===== config.mk =====
export PLATFORM = sky130hd
export DESIGN_NAME = vcap_line_pack_flat
export DESIGN_NICKNAME = d
export VERILOG_FILES = /design/src/rtl/vcap_pkg.sv /design/src/rtl/vcap_line_pack_if.sv /design/src/rtl/vcap_sync_fifo.sv /design/src/rtl/vcap_line_pack.sv /design/src/flat_wrapper.sv
export SDC_FILE = /design/constraint.sdc
export NUM_CORES = 1
export LEC_CHECK = 0
export BUFFER_PORTS_ARGS = -buffer_cell sky130_fd_sc_hd__buf_4
export CAP_MARGIN = 40
export CORE_ASPECT_RATIO = 0.7
export CORE_MARGIN = 8
export CORE_UTILIZATION = 46
export CTS_CLUSTER_SIZE = 25
export DETAILED_ROUTE_END_ITERATION = 8
export PLACE_DENSITY = 0.66
export SYNTH_ARGS = -nofsm -noshare
export SYNTH_HDL_FRONTEND = slang
export SYNTH_SLANG_ARGS = --single-unit

===== constraint.sdc =====
create_clock -name i_pxl_clk -period 4.35 [get_ports i_pxl_clk]
set_clock_uncertainty 0.05 [all_clocks]
set_input_delay 1.305 -clock i_pxl_clk [delete_from_list [all_inputs] [get_ports i_pxl_clk]]
set_output_delay 1.305 -clock i_pxl_clk [all_outputs]
set_load 0.1 [all_outputs]

===== src/rtl/vcap_pkg.sv =====
`default_nettype none
// +----------------------------------------------------------------------+
// | Module  : vcap_pkg                                                   |
// | Brief   : Shared types and widths for the line packer and its FIFO.  |
// | Revision: 1.0 - initial release                                      |
// +----------------------------------------------------------------------+
package vcap_pkg;

  localparam int PXL_W  = 12;
  localparam int PACK_W = 16;
  localparam int WCNT_W = 11;

  typedef enum logic [1:0] {
    S_IDLE  = 2'd0,
    S_LINE  = 2'd1,
    S_FLUSH = 2'd2
  } state_e;

  typedef struct packed {
    logic              last;
    logic [PACK_W-1:0] data;
  } fifo_entry_t;

  // Zero-padded final word built from the bits still held at line end.
  function automatic logic [PACK_W-1:0] pack_residual(input logic [1:0] ph,
                                                      input logic [PXL_W-1:0] hold);
    logic [PACK_W-1:0] w;
    w = '0;
    case (ph)
      2'd1:    w = {hold, 4'h0};
      2'd2:    w = {hold[7:0], 8'h00};
      2'd3:    w = {hold[3:0], 12'h000};
      default: w = '0;
    endcase
    return w;
  endfunction

endpackage
`default_nettype wire


===== src/rtl/vcap_line_pack_if.sv =====
`default_nettype none
// +----------------------------------------------------------------------+
// | Module  : vcap_line_pack_if                                          |
// | Brief   : Packed-word valid/ready stream towards the frame writer.   |
// | Revision: 1.0 - initial release                                      |
// +----------------------------------------------------------------------+
interface vcap_line_pack_if;
  import vcap_pkg::*;

  logic [PACK_W-1:0] o_data;
  logic              o_last;
  logic              o_valid;
  logic              i_ready;

  modport master (output o_data, output o_last, output o_valid, input i_ready);
  modport slave  (input o_data, input o_last, input o_valid, output i_ready);

endinterface
`default_nettype wire


===== src/rtl/vcap_sync_fifo.sv =====
`default_nettype none
// +----------------------------------------------------------------------+
// | Module  : vcap_sync_fifo                                             |
// | Brief   : Single-clock show-ahead FIFO with registered head output.  |
// | Revision: 1.0 - initial release                                      |
// +----------------------------------------------------------------------+
module vcap_sync_fifo #(
  parameter int DEPTH_LOG2 = 4,
  parameter int WIDTH      = 17
) (
  input  logic             i_clk,
  input  logic             i_rst,
  input  logic             i_wr_en,
  input  logic [WIDTH-1:0] i_wr_data,
  input  logic             i_rd_en,
  output logic [WIDTH-1:0] o_rd_data,
  output logic             o_full,
  output logic             o_empty
);

  localparam int DEPTH = 1 << DEPTH_LOG2;
  localparam int CNT_W = DEPTH_LOG2 + 1;

  logic [WIDTH-1:0]      mem_q [DEPTH];
  logic [DEPTH_LOG2-1:0] wr_ptr_q, wr_ptr_d;
  logic [DEPTH_LOG2-1:0] rd_ptr_q, rd_ptr_d;
  logic [CNT_W-1:0]      count_q, count_d;
  logic [WIDTH-1:0]      head_q, head_d;
  logic                  valid_q;
  logic                  wr, rd;

  assign o_full    = (count_q == CNT_W'(DEPTH));
  assign o_empty   = ~valid_q;
  assign o_rd_data = head_q;

  always_comb begin
    rd       = i_rd_en & valid_q;
    wr       = i_wr_en & (~o_full | rd);
    rd_ptr_d = rd_ptr_q + DEPTH_LOG2'(rd);
    wr_ptr_d = wr_ptr_q + DEPTH_LOG2'(wr);
    count_d  = count_q + CNT_W'(wr) - CNT_W'(rd);
    // The incoming word is the next head only when it lands on the read slot.
    head_d   = (wr && (wr_ptr_q == rd_ptr_d)) ? i_wr_data : mem_q[rd_ptr_d];
  end

  always_ff @(posedge i_clk) begin
    if (wr) begin
      mem_q[wr_ptr_q] <= i_wr_data;
    end
  end

  always_ff @(posedge i_clk) begin
    if (i_rst) begin
      wr_ptr_q <= '0;
      rd_ptr_q <= '0;
      count_q  <= '0;
      head_q   <= '0;
      valid_q  <= 1'b0;
    end else begin
      wr_ptr_q <= wr_ptr_d;
      rd_ptr_q <= rd_ptr_d;
      count_q  <= count_d;
      valid_q  <= (count_d != '0);
      head_q   <= (count_d != '0) ? head_d : '0;
    end
  end

endmodule
`default_nettype wire


===== src/rtl/vcap_line_pack.sv =====
`default_nettype none
// +----------------------------------------------------------------------+
// | Module  : vcap_line_pack                                             |
// | Brief   : Packs RGB444 pixels 4:3 into 16-bit words, marks line ends |
// |           and queues words in a show-ahead FIFO.                     |
// |           Optional macro VCAP_PACK_OVF_EN adds overflow reporting.   |
// | Revision: 1.0 - initial release                                      |
// +----------------------------------------------------------------------+
module vcap_line_pack
  import vcap_pkg::*;
#(
  parameter int DEPTH_LOG2 = 4,
  parameter int LINE_BITS  = 9
) (
  input  logic                 i_pxl_clk,
  input  logic                 i_reset,
  input  logic [PXL_W-1:0]     i_pxl,
  input  logic                 i_active,
  input  logic                 i_active_negedge,
  input  logic [LINE_BITS-1:0] i_line,
  vcap_line_pack_if.master     out_if,
  output logic                 o_line_done,
  output logic [LINE_BITS-1:0] o_line_num,
  output logic [WCNT_W-1:0]    o_line_words,
  output logic                 o_overflow,
  output logic [7:0]           o_drop_cnt
);

  state_e               state_q;
  logic [1:0]           ph_q;
  logic [PXL_W-1:0]     hold_q;
  logic [PACK_W-1:0]    stg_q;
  logic                 stg_vld_q;
  fifo_entry_t          push_q;
  logic                 push_vld_q;
  logic [WCNT_W-1:0]    cnt_q;
  logic [LINE_BITS-1:0] line_cap_q;
  logic [LINE_BITS-1:0] line_num_q;
  logic [WCNT_W-1:0]    line_words_q;
  logic                 line_done_q;

  logic                 pxl_take_d;
  logic                 eol_d;
  logic                 word_vld_d;
  logic [PACK_W-1:0]    word_d;
  logic                 pop, wr_ok;
  logic                 fifo_full, fifo_empty;
  fifo_entry_t          fifo_head;

  always_comb begin
    pxl_take_d = i_active & ((state_q == S_IDLE) |
                             ((state_q == S_LINE) & ~i_active_negedge));
    eol_d      = (state_q == S_LINE) & i_active_negedge;
    word_vld_d = (pxl_take_d | eol_d) & (ph_q != 2'd0);
    case (ph_q)
      2'd1:    word_d = {hold_q, i_pxl[11:8]};
      2'd2:    word_d = {hold_q[7:0], i_pxl[11:4]};
      2'd3:    word_d = {hold_q[3:0], i_pxl};
      default: word_d = '0;
    endcase
    if (eol_d) begin
      word_d = pack_residual(ph_q, hold_q);
    end
  end

  always_ff @(posedge i_pxl_clk) begin
    if (i_reset) begin
      state_q      <= S_IDLE;
      ph_q         <= 2'd0;
      hold_q       <= '0;
      stg_q        <= '0;
      stg_vld_q    <= 1'b0;
      push_q       <= '0;
      push_vld_q   <= 1'b0;
      cnt_q        <= '0;
      line_cap_q   <= '0;
      line_num_q   <= '0;
      line_words_q <= '0;
      line_done_q  <= 1'b0;
    end else begin
      push_vld_q  <= 1'b0;
      line_done_q <= 1'b0;

      // A new word displaces the staged one, which then heads for the FIFO.
      if (word_vld_d) begin
        push_vld_q  <= stg_vld_q;
        push_q.last <= 1'b0;
        push_q.data <= stg_q;
        stg_q       <= word_d;
        stg_vld_q   <= 1'b1;
        cnt_q       <= cnt_q + 11'd1;
      end

      if (pxl_take_d) begin
        ph_q <= ph_q + 2'd1;
        case (ph_q)
          2'd0:    hold_q <= i_pxl;
          2'd1:    hold_q <= {4'h0, i_pxl[7:0]};
          2'd2:    hold_q <= {8'h00, i_pxl[3:0]};
          default: hold_q <= hold_q;
        endcase
      end

      case (state_q)
        S_IDLE: begin
          if (i_active) begin
            state_q    <= S_LINE;
            line_cap_q <= i_line;
            cnt_q      <= '0;
          end
        end
        S_LINE: begin
          if (i_active_negedge) begin
            state_q <= S_FLUSH;
          end
        end
        S_FLUSH: begin
          push_vld_q   <= stg_vld_q;
          push_q.last  <= 1'b1;
          push_q.data  <= stg_q;
          stg_vld_q    <= 1'b0;
          line_done_q  <= 1'b1;
          line_num_q   <= line_cap_q;
          line_words_q <= cnt_q;
          ph_q         <= 2'd0;
          state_q      <= S_IDLE;
        end
        default: state_q <= S_IDLE;
      endcase
    end
  end

  assign pop   = ~fifo_empty & out_if.i_ready;
  assign wr_ok = push_vld_q & (~fifo_full | pop);

  vcap_sync_fifo #(
    .DEPTH_LOG2 (DEPTH_LOG2),
    .WIDTH      ($bits(fifo_entry_t))
  ) u_fifo (
    .i_clk     (i_pxl_clk),
    .i_rst     (i_reset),
    .i_wr_en   (wr_ok),
    .i_wr_data (push_q),
    .i_rd_en   (out_if.i_ready),
    .o_rd_data (fifo_head),
    .o_full    (fifo_full),
    .o_empty   (fifo_empty)
  );

  assign out_if.o_data  = fifo_head.data;
  assign out_if.o_last  = fifo_head.last;
  assign out_if.o_valid = ~fifo_empty;

  assign o_line_done  = line_done_q;
  assign o_line_num   = line_num_q;
  assign o_line_words = line_words_q;

`ifdef VCAP_PACK_OVF_EN
  logic       overflow_q;
  logic [7:0] drop_cnt_q;
  logic       drop;

  assign drop = push_vld_q & ~wr_ok;

  always_ff @(posedge i_pxl_clk) begin
    if (i_reset) begin
      overflow_q <= 1'b0;
      drop_cnt_q <= 8'd0;
    end else if (drop) begin
      overflow_q <= 1'b1;
      if (drop_cnt_q != 8'hFF) begin
        drop_cnt_q <= drop_cnt_q + 8'd1;
      end
    end
  end

  assign o_overflow = overflow_q;
  assign o_drop_cnt = drop_cnt_q;
`else
  assign o_overflow = 1'b0;
  assign o_drop_cnt = 8'd0;
`endif

endmodule
`default_nettype wire


===== src/flat_wrapper.sv =====
// flat-port wrapper written by rule: the top's interface ports become plain ports
module vcap_line_pack_flat import vcap_pkg::*;
#(
  parameter int DEPTH_LOG2 = 4,
  parameter int LINE_BITS  = 9
)
  (i_pxl_clk, i_reset, i_pxl, i_active, i_active_negedge, i_line, o_line_done, o_line_num, o_line_words, o_overflow, o_drop_cnt, out_if_o_data, out_if_o_last, out_if_o_valid, out_if_i_ready);
  vcap_line_pack_if out_if_i ();
  input  logic i_pxl_clk;
  input  logic i_reset;
  input  logic [PXL_W-1:0] i_pxl;
  input  logic i_active;
  input  logic i_active_negedge;
  input  logic [LINE_BITS-1:0] i_line;
  output logic o_line_done;
  output logic [LINE_BITS-1:0] o_line_num;
  output logic [WCNT_W-1:0] o_line_words;
  output logic o_overflow;
  output logic [7:0] o_drop_cnt;
  output wire logic [$bits(out_if_i.o_data)-1:0] out_if_o_data;
  output wire logic [$bits(out_if_i.o_last)-1:0] out_if_o_last;
  output wire logic [$bits(out_if_i.o_valid)-1:0] out_if_o_valid;
  input wire logic [$bits(out_if_i.i_ready)-1:0] out_if_i_ready;
  assign out_if_o_data = out_if_i.o_data;
  assign out_if_o_last = out_if_i.o_last;
  assign out_if_o_valid = out_if_i.o_valid;
  assign out_if_i.i_ready = out_if_i_ready;
  vcap_line_pack #(.DEPTH_LOG2(DEPTH_LOG2), .LINE_BITS(LINE_BITS)) u_core (.i_pxl_clk(i_pxl_clk), .i_reset(i_reset), .i_pxl(i_pxl), .i_active(i_active), .i_active_negedge(i_active_negedge), .i_line(i_line), .out_if(out_if_i), .o_line_done(o_line_done), .o_line_num(o_line_num), .o_line_words(o_line_words), .o_overflow(o_overflow), .o_drop_cnt(o_drop_cnt));
endmodule

* Word level (Yosys, flattened, before mapping) *
Memories as Yosys holds them, arrays and structs flattened. A register that Yosys moved wholly into a read port is not among the register bits.
Index checks and enable logic that the tools add are counted.

storage, ports and cells
  register bits = 106
  memory bits (writable) = 272
  input port bits = 26
  output and inout bits = 48
  logic and storage cells = 73
  memories = 1

operators by class
  $add $sub $neg = 6
  eq/ne operators = 8
  multiplexer cells = 17
  bitwise gates (word level) = 13
  reductions and logical operators = 11

memories
  memory               words  bits a word  rd ports  clocked after Yosys merged registers in  wr ports  line                  source
  u_core.u_fifo.mem_q  16     17           1         1                                        1         vcap_sync_fifo.sv:24  logic [WIDTH-1:0] mem_q [DEPTH];

operators with widths
  cell                                                             number
  16-bit one-hot mux with 3 select lines                           2
  12-bit one-hot mux with 3 select lines                           1
  17-bit 2-to-1 mux                                                2
  11-bit 2-to-1 mux                                                3
  16-bit 2-to-1 mux                                                1
  11-bit by 1-bit adder with 11-bit output, second input constant  1
  4-bit by 1-bit adder with 4-bit output                           2
  1-bit AND                                                        7
  2-bit == test, second input constant                             3
  2-bit AND reduction                                              3
  5-bit by 1-bit adder with 5-bit output                           1
  5-bit == test, second input constant                             1
  1-bit 2-to-1 mux                                                 5
  5-bit nonzero test                                               1
  5-bit by 1-bit subtractor with 5-bit output                      1
  2-bit by 1-bit == test with 1-bit output, second input constant  2
  2-bit zero test                                                  2
  2-bit 2-to-1 mux                                                 2
  2-bit != test, second input constant                             2
  2-bit one-hot mux with 2 select lines                            1
  2-bit nonzero test                                               2
  2-bit OR reduction                                               2
  1-bit inverter                                                   3
  1-bit bitwise OR                                                 3
  2 further kinds                                                  2

* Logic depth before layout (Yosys ltp) *
  depth in word-level cells = 10
  mapped depth = 14

* Modules after synthesis *
A second synthesis with hierarchy kept.

second synthesis, totals
  cell total of the unflattened synthesis = 981
  area, all modules = 15471.1 um2

modules (own cells, without submodules)
  module          instances  cells an instance  area an instance (um2)  sequential area each (um2)
  vcap_sync_fifo  1          588                11812.6                 8788.4
  vcap_line_pack  1          393                3658.5                  1841.8

* Worst setup path before layout *
OpenSTA, ideal clock, no wires.

  kind = input -> register
  start point = input out_if_i_ready
  end point = memory u_core.u_fifo.mem_q[0][0], enable pin
  library setup time = 0.441 ns
  arrival time = 3.725 ns
  data required time = 3.859 ns
  path slack = 0.134 ns
  cell stages on the path = 4
  buffers on the path = 0
  cell sequence = and2_0 > o21ai_0 > nor2_1 > nor4b_1

between the ends
  cells in the longest elaborated chain, start to end = 6

RTL lines
  what                                      line                                         source
  from (decl)                               flat_wrapper.sv:23                           input wire logic [$bits(out_if_i.i_ready)-1:0] out_if_i_ready;
  1-bit AND *                               vcap_sync_fifo.sv:37, vcap_line_pack.sv:133
  1-bit bitwise OR *                        vcap_sync_fifo.sv:38, vcap_line_pack.sv:134
  1-bit AND                                 vcap_line_pack.sv:134                        assign wr_ok = push_vld_q & (~fifo_full | pop);
  1-bit AND *                               vcap_sync_fifo.sv:38                         wr = i_wr_en & (~o_full | rd);
  1-bit 2-to-1 mux *                        vcap_sync_fifo.sv:47                         if (wr) begin
  1-bit 2-to-1 mux (implied by the code) *  vcap_sync_fifo.sv:48                         mem_q[wr_ptr_q] <= i_wr_data;
  to (decl)                                 vcap_sync_fifo.sv:24

Every way passes the cells marked *; elsewhere a longest branch is shown, timed or not.

* Worst setup path in the final report *
  start point = input out_if_i_ready
  end point = register u_core.u_fifo.head_q[16], in the netlist u_core.u_fifo.o_rd_data[16], read port of u_core.u_fifo.mem_q

between the ends
  cells in the longest elaborated chain, start to end = 9
  elaborated cells between the ends (all ways) = 10
  classes of those cells = add/sub: 3; bitwise: 5; reduce/logical: 2

RTL lines
  what                                         line                                         source
  1-bit AND *                                  vcap_sync_fifo.sv:37, vcap_line_pack.sv:133
  1-bit bitwise OR                             vcap_sync_fifo.sv:38, vcap_line_pack.sv:134
  1-bit AND                                    vcap_line_pack.sv:134
  1-bit AND                                    vcap_sync_fifo.sv:38
  5-bit by 1-bit adder with 5-bit output       vcap_sync_fifo.sv:41                         count_d = count_q + CNT_W'(wr) - CNT_W'(rd);
  5-bit by 1-bit subtractor with 5-bit output  vcap_sync_fifo.sv:41
  5-bit nonzero test                           vcap_sync_fifo.sv:64                         head_q <= (count_d != '0) ? head_d : '0;
  1-bit inverter (no source line)              -
  2-bit OR reduction (no source line)          -
  to (decl)                                    vcap_sync_fifo.sv:28                         logic [WIDTH-1:0] head_q, head_d;

Marks and branches as above.
A chain may end at the register's enable or synchronous reset.

==> out/qor.yml <==
pwr:
  p_leak_nw: 6.30
  power.density_nw_per_um2: 517
  total_power_mw: 9.27
  switching_share_pct: 27.0
  p_seq_share_pct: 45.3
  clock_power_share_pct: 36.2
  intPower_mw: 6.76
  switchingPower_mw: 2.51
  peakVddDrop_mv: 0.678
  combPwrFrac_pct: 18.5
global_routing:
  grt_pass1_vias: 8488
  grt_max_degree: 72
  antenna_found_initial: 0
  grt_pass1_wl_um: 51500
  overflow: 0
  track_usage_pct: 16.5
cts:
  cts_num_sinks: 395
  clkTransAtPathRegs_ns: 0.06
  cts_made_buffers: 37
  ctsResizeCount: 0
  cts_tree: "yes"
  htree_num_levels: 2
  postCtsSetupRepairBufs: 0
  clock-root-buffer: "clkbuf_16"
  cts.path.max_buffers: 3
  hold_buffers: 0
  clock_latency_ns: 0.53
critical_path:
  cp-end-kind: "flop"
  start_kind: "input port"
  worstPathRequired_ns: 4.71
  critPathMaxFanout: 7
  arrival_ns: 3.94
  worstSetupPathType: "input port to flop"
final_layout:
  final_util_pct: 53.8
  n_antenna_cell: 0
  area_growth_pct: 15.8
  fin_nets: 1084
  fillerInstances: 2642
  layout-drive-gt1-share_pct: 27.2
placed_design:
  dp_hpwl_um: 20700
  globalplace.congestion: 0.825
  io_buffers: 64
detailed_routing:
  dr.pass1.iters: 6
  routed_wl_um: 33200
  ant_nets: 0
  drt_iter0_drc: 713
  drcViolationCount: 0
  m1WireLength_um: 15900
  dr_wl_met2_um: 15000
  routedWlPerCell_um: 22.0
  dr_wl_met3_um: 1730
  vias: 8406
  vias_per_cell: 5.58
  highest_layer: "met4"
timing:
  rsz0062_at_grt: "false"
  fin_tns_setup_ns: 0
  fmax_ghz: 0.279
  post-route-period-util_pct: 82.3
  setup_viol: 0
  layout_min_cycle_time_ns: 3.58
  tightestPinTransition_ns: 0.783
  hold_viol_final: 0
  slew_viol_final: 0
  relSlewSlack_pct: 47.7
synthesis:
  ys_seq_area_share_pct: 68.7
  syn_area_um2: 15500
  synth-edff-count: 272
  synth_seq_cells: 395
  yosysTopAreaCellShare_pct: 52.8
  yosysTopAreaCell: "edfxtp_1"
  ys.flop_type: "edfxtp_1"
  ys_warn_count: 0
  synth.distinct_cells: 56
  synth_cells: 954
  async_reset_ff_share_pct: 0
  synth.avg_cell_area_um2: 16.2
  synth.area.top_cells: "edfxtp_1 53%, dfxtp_1 16%, mux4_2 9.9%, mux2i_1 2.9%, nand2_1 1.9%"
floorplanning:
  initial_utilization_pct: 46.5
  coreArea_um2: 33300
  die_area_um2: 39900
  dieHeight_um: 169
  ioPinCount: 74
  row_count: 56
  die-width_um: 235
run_status:
  status: "finished clean"
flow_run:
  cap_violations: 0
worst_hold_path:
  hold_class: "flop to flop"
==> path summary, 6_finish.rpt <==
path,startpoint,endpoint,slack [ns],cells past startpoint
setup / recovery,out_if_i_ready,u_core.u_fifo.o_rd_data[16],0.77,13
hold / removal,u_core.hold_q[9],u_core.hold_q[9],0.41,2
setup reg to reg,u_core.u_fifo.valid_q,u_core.u_fifo.o_rd_data[16],1.25,12
hold reg to reg,u_core.hold_q[9],u_core.hold_q[9],0.41,2
==> Yosys cell counts, types with 2 or more instances <==
cell type / number
xnor2_1: 7
dfxtp_1: 123
nand3b_1: 7
o21ai_0: 6
a222oi_1: 12
nor2_1: 57
buf_1: 2
clkbuf_1: 29
nand2_1: 77
inv_1: 11
buf_4: 16
a22oi_1: 4
a21oi_1: 35
buf_6: 4
nor3_1: 12
nand3_1: 8
nor2b_1: 8
and3_1: 2
nor4_1: 3
nand2b_1: 7
edfxtp_1: 272
and2_1: 4
ha_1: 14
or2_2: 2
xor2_1: 14
buf_2: 11
a22o_1: 20
a211oi_1: 8
mux2_2: 17
o22ai_1: 7
o211ai_1: 4
mux4_2: 68
nand4_1: 6
xor2_4: 2
mux2i_1: 45
o22ai_2: 10
==> final cells by class <==
class / count / area [um^2] / area share, %
Clock inverter: 12 / 141 / 0.789
Multi-Input combinational cell: 492 / 4570 / 25.5
Clock buffer: 56 / 1140 / 6.36
Tap cell: 435 / 544 / 3.04
Timing Repair Buffer: 106 / 846 / 4.72
Sequential cell: 395 / 10600 / 59.4
Inverter: 11 / 41.3 / 0.231
==> metal layers <==
layer	global-route usage [%]	up-vias
met5	0	-
met4	3.64	0
met3	2.94	43
met2	25.8	195
met1	24.1	4332
li1	-	3836
==> stage by stage <==
stage | instance area (um^2) | hold WS, ns | setup WS (ns) | std cells
finish | 17900 | 0.406 | 0.770 | 1507
global route | 17900 | 0.432 | 0.529 | 1507
CTS | 17900 | 0.405 | 0.728 | 1507
detailed placement | 16600 | 0.396 | 0.184 | 1439
global placement | 16600 | 0.397 | 0.185 | 1439
floorplan | 15500 | 0.381 | 0.134 | 962
==> cells in the final DEF, fill, tap and decap left out, drive strengths merged, types with 8 or more instances in the layout <==
| cell type | Yosys | routed |
|---|---|---|
| a22o | 20 | 20 |
| ha | 14 | 14 |
| o22ai | 17 | 17 |
| inv | 11 | 13 |
| a222oi | 12 | 12 |
| clkbuf | 30 | 56 |
| nor3 | 13 | 13 |
| a21oi | 36 | 36 |
| nand3 | 9 | 9 |
| nor2b | 8 | 8 |
| mux2 | 17 | 17 |
| nor2 | 57 | 57 |
| nand2 | 77 | 77 |
| dfxtp | 123 | 123 |
| a211oi | 8 | 8 |
| buf | 34 | 106 |
| mux4 | 68 | 68 |
| mux2i | 45 | 45 |
| conb | 1 | 9 |
| edfxtp | 272 | 272 |
| xor2 | 17 | 17 |
==> logic make-up (layout without fill, tap and decap cells) <==
| logic type | after synthesis | in the layout | synth area share, % |
|---|---|---|---|
| xor gates and xnor gates | 24 | 24 | 1.65 |
| DFF | 395 | 395 | 68.7 |
| and+or+nand+nor | 201 | 201 | 6.03 |
| other | 1 | 9 | 0.0242 |
| adders and majority gates | 15 | 15 | 1.26 |
| muxes | 130 | 130 | 14.0 |
| AOI/OAI and AO/OA | 113 | 113 | 5.62 |
| buffers and inverters | 75 | 185 | 2.66 |
==> state kept, by name (all words and copies together), names as in the netlist, 2 cells and up <==
name and cells:
u_core.u_fifo.wr_ptr_q 4, u_core.state_q 2, u_core.push_q 17, u_core.ph_q 2
u_core.o_line_num 9, u_core.u_fifo.count_q 5, u_core.line_cap_q 9, u_core.o_line_words 11
u_core.u_fifo.mem_q 272, u_core.stg_q 16, u_core.u_fifo.rd_ptr_q 4, u_core.u_fifo.o_rd_data 17
u_core.cnt_q 11, u_core.hold_q 12
==> worst max-delay path: stages <==
cell	delay, ns
buf_4	0.07
and2_0	0.33
o21ai_0	0.18
o21ai_0	0.18
ha_1	0.19
inv_1	0.06
fa_1	0.41
nand2b_1	0.17
a21oi_2	0.13
xnor2_1	0.16
o31ai_4	0.40
buf_4	0.26
o22ai_2	0.10
==> power by group through the flow <==
stage                     Sequential [mW]  Clock (mW)  Combinational (mW)
after floorplan                      4.56           0                1.04
after global placement               4.27           0                1.71
after detailed placement             4.27           0                1.73
after CTS                            4.19        3.43                1.74
after global routing                 4.20        3.56                1.84
final                                4.20        3.36                1.71
Note: power is estimated with default switching activity, not from simulation.
